## config.mk

```make
export PLATFORM = sky130hd
export DESIGN_NAME = parity_gen_flat
export DESIGN_NICKNAME = d
export VERILOG_FILES = /design/src/rtl/parity_gen_if.sv /design/src/rtl/parity_gen.sv /design/src/flat_wrapper.sv
export SDC_FILE = /design/constraint.sdc
export NUM_CORES = 1
export LEC_CHECK = 0
export ABC_AREA = 1
export CORE_UTILIZATION = 36
export CTS_BUF_LIST = sky130_fd_sc_hd__clkbuf_16
export CTS_CLUSTER_SIZE = 24
export DETAILED_ROUTE_END_ITERATION = 6
export REMOVE_ABC_BUFFERS = 1
export SLEW_MARGIN = 10
export SYNTH_ARGS = -nofsm -noshare
export SYNTH_HDL_FRONTEND = slang
export SYNTH_SLANG_ARGS = --single-unit
```

## constraint.sdc

```tcl
create_clock -name clk -period 1.5 [get_ports clk]
set_input_delay 0.45 -clock clk [delete_from_list [all_inputs] [get_ports clk]]
set_output_delay 0.45 -clock clk [all_outputs]
set_load 0.1 [all_outputs]
```

## src/rtl/parity_gen_if.sv

```systemverilog
// parity_gen_if: producer-side and FIFO-push-side handshake bundle for parity_gen.
//   slave modport  : the encoder (parity_gen) side
//   master modport : producer + FIFO push side (testbench / surrounding logic)
// Signals:
//   data_i       raw payload word
//   valid_i      producer word valid
//   grant_o      encoder ready to accept (registered)
//   push_data_o  encoded word toward FIFO
//   push_valid_o encoded word valid toward FIFO
//   push_grant_i FIFO accepts
//   word_cnt_o   words delivered to FIFO, wrapping
`timescale 1ns/1ps

interface parity_gen_if #(
    parameter int WIDTH     = 8,
    parameter int CNT_WIDTH = 16
);
    localparam int DATA_WIDTH = WIDTH + 1;

    logic [WIDTH-1:0]      data_i;
    logic                  valid_i;
    logic                  grant_o;
    logic [DATA_WIDTH-1:0] push_data_o;
    logic                  push_valid_o;
    logic                  push_grant_i;
    logic [CNT_WIDTH-1:0]  word_cnt_o;

    modport slave (
        input  data_i, valid_i, push_grant_i,
        output grant_o, push_data_o, push_valid_o, word_cnt_o
    );

    modport master (
        output data_i, valid_i, push_grant_i,
        input  grant_o, push_data_o, push_valid_o, word_cnt_o
    );
endinterface

```

## src/rtl/parity_gen.sv

```systemverilog
// parity_gen: appends one parity bit (MSB or LSB) to each WIDTH-bit payload and
// pushes the encoded word into a FIFO through a 2-entry skid buffer, so the
// producer sees a registered grant while full throughput is kept.
// Ports:
//   clk           clock, all state on rising edge
//   rst_n         asynchronous active-low reset
//   err_inject_i  (only with PARITY_ERR_INJECT_EN) invert parity of the word accepted this cycle
//   bus           parity_gen_if.slave: data_i/valid_i/grant_o, push_data_o/push_valid_o/push_grant_i, word_cnt_o
// Optional build macro: PARITY_ERR_INJECT_EN adds err_inject_i.
//
// state | meaning
// EMPTY | no word buffered, push_valid_o low
// ONE   | head register holds the only word
// FULL  | head holds oldest word, skid holds the next; grant_o low
`timescale 1ns/1ps

module parity_gen #(
    parameter int WIDTH       = 8,
    parameter     PARITY_BIT  = "MSB",
    parameter     PARITY_TYPE = "EVEN",
    parameter int CNT_WIDTH   = 16
) (
    input  logic        clk,
    input  logic        rst_n,
`ifdef PARITY_ERR_INJECT_EN
    input  logic        err_inject_i,
`endif
    parity_gen_if.slave bus
);
    localparam int DATA_WIDTH = WIDTH + 1;
    localparam bit PAR_MSB    = (PARITY_BIT == "MSB");
    localparam bit PAR_EVEN   = (PARITY_TYPE == "EVEN");

    typedef enum logic [1:0] {EMPTY, ONE, FULL} state_t;

    state_t                state_q, state_d;
    logic                  grant_q;
    logic [DATA_WIDTH-1:0] head_q, skid_q;
    logic [CNT_WIDTH-1:0]  cnt_q;
    logic                  in_xfer, out_xfer;
    logic                  par_bit;
    logic [DATA_WIDTH-1:0] enc_word;
    logic                  load_head_new, load_skid_new, move_skid;

    assign in_xfer  = bus.valid_i && grant_q;
    assign out_xfer = (state_q != EMPTY) && bus.push_grant_i;

    always_comb begin
        par_bit = ^bus.data_i;
        if (!PAR_EVEN) par_bit = ~par_bit;
`ifdef PARITY_ERR_INJECT_EN
        par_bit = par_bit ^ err_inject_i;
`endif
        enc_word = PAR_MSB ? {par_bit, bus.data_i} : {bus.data_i, par_bit};
    end

    // state register
    always_ff @(posedge clk or negedge rst_n) begin
        if (!rst_n) begin
            state_q <= EMPTY;
            grant_q <= 1'b0;
        end else begin
            state_q <= state_d;
            // grant follows the next state, so push_grant_i only reaches grant_o through a flop
            grant_q <= (state_d != FULL);
        end
    end

    // next-state logic
    always_comb begin
        state_d = state_q;
        unique case (state_q)
            EMPTY: if (in_xfer) state_d = ONE;
            ONE: begin
                if (in_xfer && !out_xfer)      state_d = FULL;
                else if (!in_xfer && out_xfer) state_d = EMPTY;
            end
            FULL:    if (out_xfer) state_d = ONE;
            default: state_d = EMPTY;
        endcase
    end

    // datapath controls
    always_comb begin
        load_head_new = 1'b0;
        load_skid_new = 1'b0;
        move_skid     = 1'b0;
        unique case (state_q)
            EMPTY: load_head_new = in_xfer;
            ONE: begin
                load_head_new = in_xfer && out_xfer;
                load_skid_new = in_xfer && !out_xfer;
            end
            FULL:    move_skid = out_xfer;
            default: ;
        endcase
    end

    always_ff @(posedge clk or negedge rst_n) begin
        if (!rst_n) begin
            head_q <= '0;
            skid_q <= '0;
            cnt_q  <= '0;
        end else begin
            if (load_head_new)  head_q <= enc_word;
            else if (move_skid) head_q <= skid_q;
            if (load_skid_new)  skid_q <= enc_word;
            if (out_xfer)       cnt_q  <= cnt_q + 1'b1;
        end
    end

    assign bus.grant_o      = grant_q;
    assign bus.push_valid_o = (state_q != EMPTY);
    assign bus.push_data_o  = head_q;
    assign bus.word_cnt_o   = cnt_q;
endmodule

```

## src/flat_wrapper.sv

```systemverilog
// flat-port wrapper written by rule: the top's interface ports become plain ports
module parity_gen_flat 
#(
    parameter int WIDTH       = 8,
    parameter     PARITY_BIT  = "   ",
    parameter     PARITY_TYPE = "    ",
    parameter int CNT_WIDTH   = 16
)
  (clk, rst_n, bus_data_i, bus_valid_i, bus_push_grant_i, bus_grant_o, bus_push_data_o, bus_push_valid_o, bus_word_cnt_o);
  parity_gen_if #(.WIDTH(WIDTH), .CNT_WIDTH(CNT_WIDTH)) bus_i ();
  input  logic clk;
  input  logic rst_n;
  input wire logic [$bits(bus_i.data_i)-1:0] bus_data_i;
  input wire logic [$bits(bus_i.valid_i)-1:0] bus_valid_i;
  input wire logic [$bits(bus_i.push_grant_i)-1:0] bus_push_grant_i;
  output wire logic [$bits(bus_i.grant_o)-1:0] bus_grant_o;
  output wire logic [$bits(bus_i.push_data_o)-1:0] bus_push_data_o;
  output wire logic [$bits(bus_i.push_valid_o)-1:0] bus_push_valid_o;
  output wire logic [$bits(bus_i.word_cnt_o)-1:0] bus_word_cnt_o;
  assign bus_i.data_i = bus_data_i;
  assign bus_i.valid_i = bus_valid_i;
  assign bus_i.push_grant_i = bus_push_grant_i;
  assign bus_grant_o = bus_i.grant_o;
  assign bus_push_data_o = bus_i.push_data_o;
  assign bus_push_valid_o = bus_i.push_valid_o;
  assign bus_word_cnt_o = bus_i.word_cnt_o;
  parity_gen #(.WIDTH(WIDTH), .PARITY_BIT(PARITY_BIT), .PARITY_TYPE(PARITY_TYPE), .CNT_WIDTH(CNT_WIDTH)) u_core (.clk(clk), .rst_n(rst_n), .bus(bus_i));
endmodule
```

* Word level (Yosys, flattened, before mapping)
Cells that the tools add are included.
** Cells by class
- Add/subtract/negate cells :: 1
- Bitwise logic cells :: 1
- Mux-type cells :: 10
- Reductions and logical operators :: 11
- Equal/unequal tests :: 3
** Operators with widths (number)
- $mux 9 :: 2
- $add 16x1->16 const B :: 1
- $mux 2 :: 4
- $reduce_xor 8->1 :: 1
- $pmux 2 s3 :: 1
- $logic_and 1x1->1 :: 5
- $reduce_bool 2->1 :: 2
- $eq 2x1->1 const B :: 1
- $eq 2x2->1 const B :: 1
- $logic_not 1->1 :: 2
- $logic_not 2->1 :: 1
- $mux 1 :: 2
- $ne 2x2->1 const B :: 1
- $pmux 1 s2 :: 1
- $not 1->1 :: 1
** Word-level totals
- Logic and storage cells :: 31
- Input port bits :: 12
- Register bits after elaboration :: 37

* Longest topological paths before layout
Gate-level depths: netlist (run 1).
- Word-level depth :: 7
- Mapped depth :: 10

* Worst setup path before layout (run 1)
Ideal clock, no wire load.
- Path type :: register to register
- From :: register u_core.cnt_q[0] (netlist: u_core.bus.word_cnt_o[0])
- To :: register u_core.cnt_q[14] (netlist: u_core.bus.word_cnt_o[14])
- Slack :: -590 ps
- Required time :: 1386 ps
- Stages on the path, launching flop included :: 9
- Setup time :: 114 ps
- Data arrival time :: 1976 ps
- Period minus slack after synthesis :: 2090 ps
- Cells stage by stage :: dfrtp_1 ha_1 nand2_1 nor2_1 nand2_1 nor2_1 nand3_1 nand2_1 inv_1
** Between the ends
- Longest elaborated chain between the ends :: 1
** RTL lines
- from (decl) :: RTL line parity_gen.sv:39 : logic [CNT_WIDTH-1:0] cnt_q;
- from (signal assigned) :: RTL line parity_gen.sv:108 : if (out_xfer) cnt_q <= cnt_q + 1'b1;
- $add 16x1->16 :: RTL line parity_gen.sv:108
No other way between the ends.
A chain may end at the register's enable or synchronous reset.

* Final worst setup path (run 1)
- From :: register u_core.state_q[0]
- To :: output port bus_push_valid_o
** Between the ends
- Longest elaborated chain between the ends :: 1
** RTL lines
- from (decl) :: RTL line parity_gen.sv:36 : state_t state_q, state_d;
- from (signal assigned) :: RTL line parity_gen.sv:63 : state_q <= state_d;
- $reduce_bool 2->1 :: RTL line parity_gen.sv:113 : assign bus.push_valid_o = (state_q != EMPTY);
- to (decl) :: RTL line flat_wrapper.sv:18 : output wire logic [$bits(bus_i.push_valid_o)-1:0] bus_push_valid_o;
No other way between the ends.

==> summary.md, run 1 <==
| Metric | Value |
|---|---|
| Post-synth top cells | nand2_1, inv_1, dfrtp_1, nor2_1, o21ai_0 |
| Post-synthesis cell count | 263 |
| TritonCTS clock tree | yes |
| DRT iter0 DRCs | 60 |
| Dpl hpwl | about 3200 um |
| Final period util | 0.968 |
| Clock Pin Slew Worst Setup and Hold Paths | approximately 0.060 ns |
| Area after DPL | 2890 um^2 |
| Count leader, synth | nand2_1 |
| Port Buffer Count | 38 |
| Die area | between 5000 and 6000 um^2 |
| CTS Buf Count | 5 |
| Clock latency on the worst-skew pair | 0.28 ns |
| P_leak | approximately 1.5 nW |
| Mean post-synth cell area | 7.48 um^2 |
| Clk Tree Root Cell | clkbuf_16 |
| FP Rows | 26 |
| Post-synth ARST share | 1.00 |
| Post-route ant nets | 0 |
| Sequential share of the synthesized area | 0.471 |
| Final wirelength | 4480 um |
| Worst path required time | approximately 1.1 ns |
| Number of remaining DRC errors | 0 |
| Via count | between 1.5k and 2k |
| Max Clock Skew | 0.00513 ns |
| Final net count | 344 |
| Vias in the first global route | between 1.5k and 2k |
| IO Pins | 39 |
| Global Route Usage Sum | 0.172 |
| Initial antenna violation count | 0 |
| Final setup viols | 0 |
| Fin crit period | approximately 1.5 ns |
| Max H-tree Level | 2 |
| F_max | just under 700 MHz |
| Largest net degree at the start of global routing | 38 |
| CP Launch Type | flip-flop |
| Vias/cell | 4.52 |
| Final GP Congestion | 0.744 |
| Final Max Slew Viols | 0 |
| Post-synth top area share | 0.471 |
| Peak VDD IR | 1.46 mV |
| First-pass DRT Iterations | 4 |
| Netlist Area Pre-Place | about 2000 um^2 |
| Post-synth top area cell | dfrtp_1 |
| Final Util | 0.594 |
| Share of layout cells above drive strength 1 | 0.245 |
| Number of synthesized flops with an enable pin | 0 |
| Clk sink count | 37 |
| Max-capacitance violation count | 0 |
| Hold Crit Class | input pin to async pin |
| Yosys reg bits | 37 |
| First-pass GRT wire length | 7920 um |
| Antenna diodes | 0 |
| Die Ht | about 76 um |
| CP peak stage delay | between 0.3 and 0.4 ns |
| Worst slew margin | 0.834 |
| Cell count after placement | ~390 |
| Core area | 5170 um^2 |
| Slowest CP cell | dfrtp_1 |
| Setup CP Type | flip-flop to output port |
| Cts hold-fix bufs | 0 |
| Bufs on Longest Clock Path | 2 |
| CP Max Fanout | 2 |
| CP endpoint kind | output port |
| Top FF cell, synth | dfrtp_1 |
| Layout overhead on the synthesized area | 56.2% |
| Hold slack | about 0.14 ns |
| YS warnings | 0 |
| Data arrival, critical path | 1.00 ns |
| P per Cell Area | approximately 2000 nW/um^2 |
| Critical path, cell by cell | inv_2 > nand2_2 > buf_12 |
| Area contributors post-synth | dfrtp_1, nand2_1, inv_1 |
| Synth cell types | 25 |
| Die width | about 76 um |
| Worst-Margin Slew | around 0.25 ns |
| Final hold vios | 0 |
| Cell area after layout | roughly 3100 um^2 |
| DR WL/cell | ~11 um |
| Run status | complete, no violations |
| Non-Filler Instances | about 400 |
| Starting Density | 0.380 |
| Gr ovfl total | 0 |
-- power breakdown --
group | switching (mW) | leakage [nW] | internal [mW] | total, mW
sequential | 0.285 | 0.447 | 1.34 | 1.62
combinational | 2.35 | 1.03 | 1.28 | 3.62
clock | 0.371 | 0.0685 | 0.593 | 0.965
total | 3.00 | 1.55 | 3.21 | 6.21
-- critical path: cells and delay by family (launching register included) --
family	cells	cell delay, ns
AND/OR/NAND/NOR	1	0.08
buffers and inverters	2	0.26
flip-flops	1	0.38
-- cell usage in the layout (no fill, tap or decap), types with 2 or more instances in the layout --
master           Yosys  final
nand2_1            105    102
inv_1               42     41
dfrtp_1             37     37
buf_12               0     29
buf_4                0     26
nor2_1              18     13
o21ai_0             10     10
xor2_1               9      9
nand3_1              8      8
o211ai_1             8      8
clkdlybuf4s50_1      0      8
nand2_2              2      5
nor2_2               1      5
clkbuf_16            0      5
inv_2                3      4
xnor2_1              4      4
clkinv_1             1      2
nor2_4               1      2
nor3_1               2      2
dlymetal6s2s_1       0      2
-- timing repair --
item                                    in CTS  in global routing
setup buffers                                1                  2
pin swaps                                    0                  2
endpoints found under the setup margin       1                 22
cloned                                       0                  0
gates resized for setup                      3                 11
-- final cells by class --
class | count | area (um^2)
Timing Repair Buffer | 66 | 886
Tap cell | 70 | 87.6
Fill cell | 452 | 2100
Clock inverter | 2 | 7.51
Sequential cell | 37 | 926
Inverter | 46 | 175
Multi-Input combinational cell | 175 | 866
Clock buffer | 5 | 125
-- per-layer routing --
layer | up-vias | GRT usage | share of wire
li1 | 925 | - | -
met1 | 838 | 0.214 | 0.46
met2 | 41 | 0.289 | 0.49
met3 | 7 | 0.0361 | 0.033
met4 | 0 | 0.0750 | 0.015
met5 | - | 0 | 0
-- kinds of logic (layout without fill, tap and decap cells) --
group,count (synthesis),count (layout),share of synthesized area
and+or+nand+nor,140,140,0.293
xor gates and xnor gates,13,13,0.0579
AOI/OAI and AO/OA,21,21,0.0706
adders and majority gates,1,1,0.00636
DFF,37,37,0.471
buffers and inverters,51,119,0.102
-- final timing paths --
kind / from / end / slack [ns] / cells past startpoint
hold / removal: rst_n / u_core.bus.word_cnt_o[13] / 0.14 / 2
hold reg to reg: u_core.skid_q[0] / u_core.skid_q[0] / 0.48 / 2
setup / recovery: u_core.state_q[0] / bus_push_valid_o / 0.05 / 3
setup reg to reg: u_core.bus.word_cnt_o[7] / u_core.bus.word_cnt_o[15] / 0.14 / 7
max in group asynchronous: rst_n / u_core.state_q[1] / 1.18 / 2
min in group clk: u_core.skid_q[0] / u_core.skid_q[0] / 0.48 / 2
-- state kept, by name (all words and copies together) (netlist names) --
name	flops
u_core.bus.push_data_o	9
u_core.bus.word_cnt_o	16
u_core.skid_q	9
u_core.state_q	2
u_core.bus.grant_o	1
-- stage by stage --
step / power, mW / setup slack, ns / setup TNS [ns]
4_1_cts: 6.22 / 0.0116 / 0
5_1_grt: 6.50 / -0.0118 / -0.0121
2_1_floorplan: 3.74 / -0.590 / -12.34
6_report: 6.21 / 0.0474 / 0
3_3_place_gp: 5.17 / -0.221 / -6.37
3_5_place_dp: 5.21 / -0.262 / -7.15
Note: power is estimated with default switching activity, not from simulation.
==> run 2, diff against run 1 <==
Settings changed: CORE_MARGIN set to 2, HOLD_SLACK_MARGIN set to 0.08, SETUP_SLACK_MARGIN set to 0.5.
==> run 2 against run 1 <==
Compared with the run above:
- the run now ends with negative setup slack left
- sequential power grew 4%
- setup slack lost 0.063 ns
- core utilization grew 9.9 points
- worst hold slack is essentially flat
- wire length grew 25%
- clock skew is essentially flat
- cell count grew 9.7%
- non-clock buffer count grew 37
- sequential cell count is the same
- clock power grew 0.6%
- critical path type is now flip-flop to flip-flop
==> summary.md, run 2 (same netlist as run 1, synthesis figures left out) <==
| Metric | Value |
|---|---|
| Worst setup margin | -0.0157 ns |
| Die area | approximately 6100 um^2 |
| Number of remaining DRC errors | 0 |
| Core area | approximately 5200 um^2 |
| Final period util | 1.01 |
| Cts hold-fix bufs | 0 |
| Setup CP Type | flip-flop to flip-flop |
| Max Clock Skew | between 0.005 and 0.006 ns |
| Final Max Slew Viols | 0 |
| Initial antenna violation count | 0 |
| Dpl hpwl | about 3300 um |
| Failing checks | negative setup slack |
| Post-route ant nets | 0 |
| RSZ-0062 raised after global routing | yes |
| Commonest non-fill, non-tap cells in the layout | nand2_1, inv_1, buf_4 |
| F_max | around 660 MHz |
| RR Startpoint | u_core.bus.word_cnt_o[0] |
| Clk sink count | 37 |
| Worst path required time | ~1.7 ns |
| Antenna diodes | 0 |
| Clock Pin Slew Worst Setup and Hold Paths | roughly 0.050 ns |
| Worst reg2reg endpoint | u_core.bus.word_cnt_o[6] |
| Hold Crit Class | input pin to async pin |
| First-pass DRT Iterations | 4 |
| Clk Tree Root Cell | clkbuf_16 |
| Worst slew margin | 0.839 |
| Max-capacitance violation count | 0 |
| Die Ht | approximately 78 um |
| Worst R2R Setup Slack | -0.02 ns |
| Final setup viols | 1 |
| Cell count after placement | ~390 |
| Multi-input gate area | between 1000 and 1500 um^2 |
| Fillers | slightly above 400 |
| Peak VDD IR | around 1.4 mV |
| First-pass GRT wire length | around 8400 um |
| Non-Filler Instances | 440 |
| CP endpoint kind | flip-flop |
| Via count | ~2k |
| Commonest non-fill, non-tap cell in the layout | nand2_1 |
| Clock latency on the worst-skew pair | between 0.2 and 0.3 ns |
| Worst-Margin Slew | approximately 0.24 ns |
| Vias in the first global route | approximately 1.9k |
| Layout overhead on the synthesized area | 83.5% |
| Hold slack | ~0.14 ns |
| CP Max Fanout | 3 |
| P_leak | approximately 1.8 nW |
| Vias/cell | about 4.5 |
| Port Buffer Count | 38 |
| Starting Density | 0.378 |
| Global Route Usage Sum | 0.174 |
| Final GP Congestion | around 0.8 |
| Reg2Reg Depth | 9 |
| Bufs on Longest Clock Path | 2 |
| Largest net degree at the start of global routing | 38 |
| Final Util | 0.693 |
| Final net count | about 380 |
| Max H-tree Level | 2 |
| DRT iter0 DRCs | 106 |
| Gr ovfl total | 0 |
| TritonCTS clock tree | yes |
| FP Rows | 26 |
| CP Launch Type | flip-flop |
| IO Pins | 39 |
| Tot Pwr | between 6 and 7 mW |
| Share of layout cells above drive strength 1 | 0.449 |
| DR WL/cell | about 13 um |
| Max reg flops | 16 |
| Run status | complete, but fails checks |
| Die width | slightly below 80 um |
| Data arrival, critical path | 1.68 ns |
| CTS Buf Count | 5 |
| Final wirelength | between 5000 and 6000 um |
| Final hold vios | 0 |
| P per Cell Area | ~1900 nW/um^2 |
| FF+latch area | 937 um^2 |
| Fin crit period | roughly 1.5 ns |
==> run 2: cell count changes in the layout (fill, tap and decap cells not counted), sizes merged <==
cell | before | now
buf | 56 | 93
clkdlybuf4s15 | 0 | 1
dlygate4sd2 | 0 | 9
clkinv | 2 | 0
dlymetal6s2s | 2 | 0
clkdlybuf4s50 | 8 | 0
inv | 46 | 50
==> run 2: power breakdown <==
| group | switching (mW) | internal, mW |
|---|---|---|
| Combinational | 2.64 | 1.71 |
| Clock | 0.374 | 0.597 |
| Sequential | 0.324 | 1.35 |
==> run 2: worst max path at each step <==
stage                                            to                startpoint  slack, ns
after floorplan           u_core.bus.word_cnt_o[14]  u_core.bus.word_cnt_o[0]      -0.59
after detailed placement   u_core.bus.word_cnt_o[9]          bus_push_grant_i      -0.27
after global routing       u_core.bus.word_cnt_o[6]  u_core.bus.word_cnt_o[0]      -0.13
after global placement    u_core.bus.word_cnt_o[11]          bus_push_grant_i      -0.24
after CTS                         bus_word_cnt_o[0]  u_core.bus.word_cnt_o[0]       0.07
final                      u_core.bus.word_cnt_o[6]  u_core.bus.word_cnt_o[0]      -0.02
==> run 2: metal layers <==
| metal | vias up | GRT usage | part of all wire |
|---|---|---|---|
| met3 | 8 | 0.0302 | 0.037 |
| met1 | 938 | 0.212 | 0.42 |
| met5 | - | 0 | 0 |
| met4 | 0 | 0.0561 | 0.013 |
| li1 | 1001 | - | - |
| met2 | 52 | 0.311 | 0.53 |
==> run 2: what timing repair did <==
action	4_1_cts	5_1_grt
endpoints found under the setup margin	64	64
buffers inserted	24	15
resized for setup	58	65
pin swaps	12	17
cloned	3	2
==> run 2: worst max-delay path, stage by stage (launching register included) <==
cell and delay (ns):
dfrtp_1 0.41, ha_2 0.23, nand2_2 0.07, nor2_4 0.12
buf_6 0.12, nand2_2 0.04, nor2_1 0.09, nand2_1 0.09
xor2_1 0.18, inv_1 0.06
==> run 2: through the flow <==
| step | area [um^2] | setup TNS (ns) | setup slack, ns |
|---|---|---|---|
| final | 3610 | -0.0157 | -0.0157 |
| after global routing | 3610 | -0.130 | -0.130 |
| after CTS | 3290 | 0 | 0.0689 |
| after detailed placement | 2850 | -7.18 | -0.267 |
| after global placement | 2850 | -6.64 | -0.243 |
| after floorplan | 1940 | -12.34 | -0.590 |
==> run 2: layout make-up <==
class,count,area share
clock buffers,5,0.0347
inverters,46,0.0499
clock inverters,3,0.00312
flip-flops and latches,37,0.260
well taps,70,0.0243
multi-input cells,175,0.287
repair buffers,103,0.338
repair inverters,1,0.00312
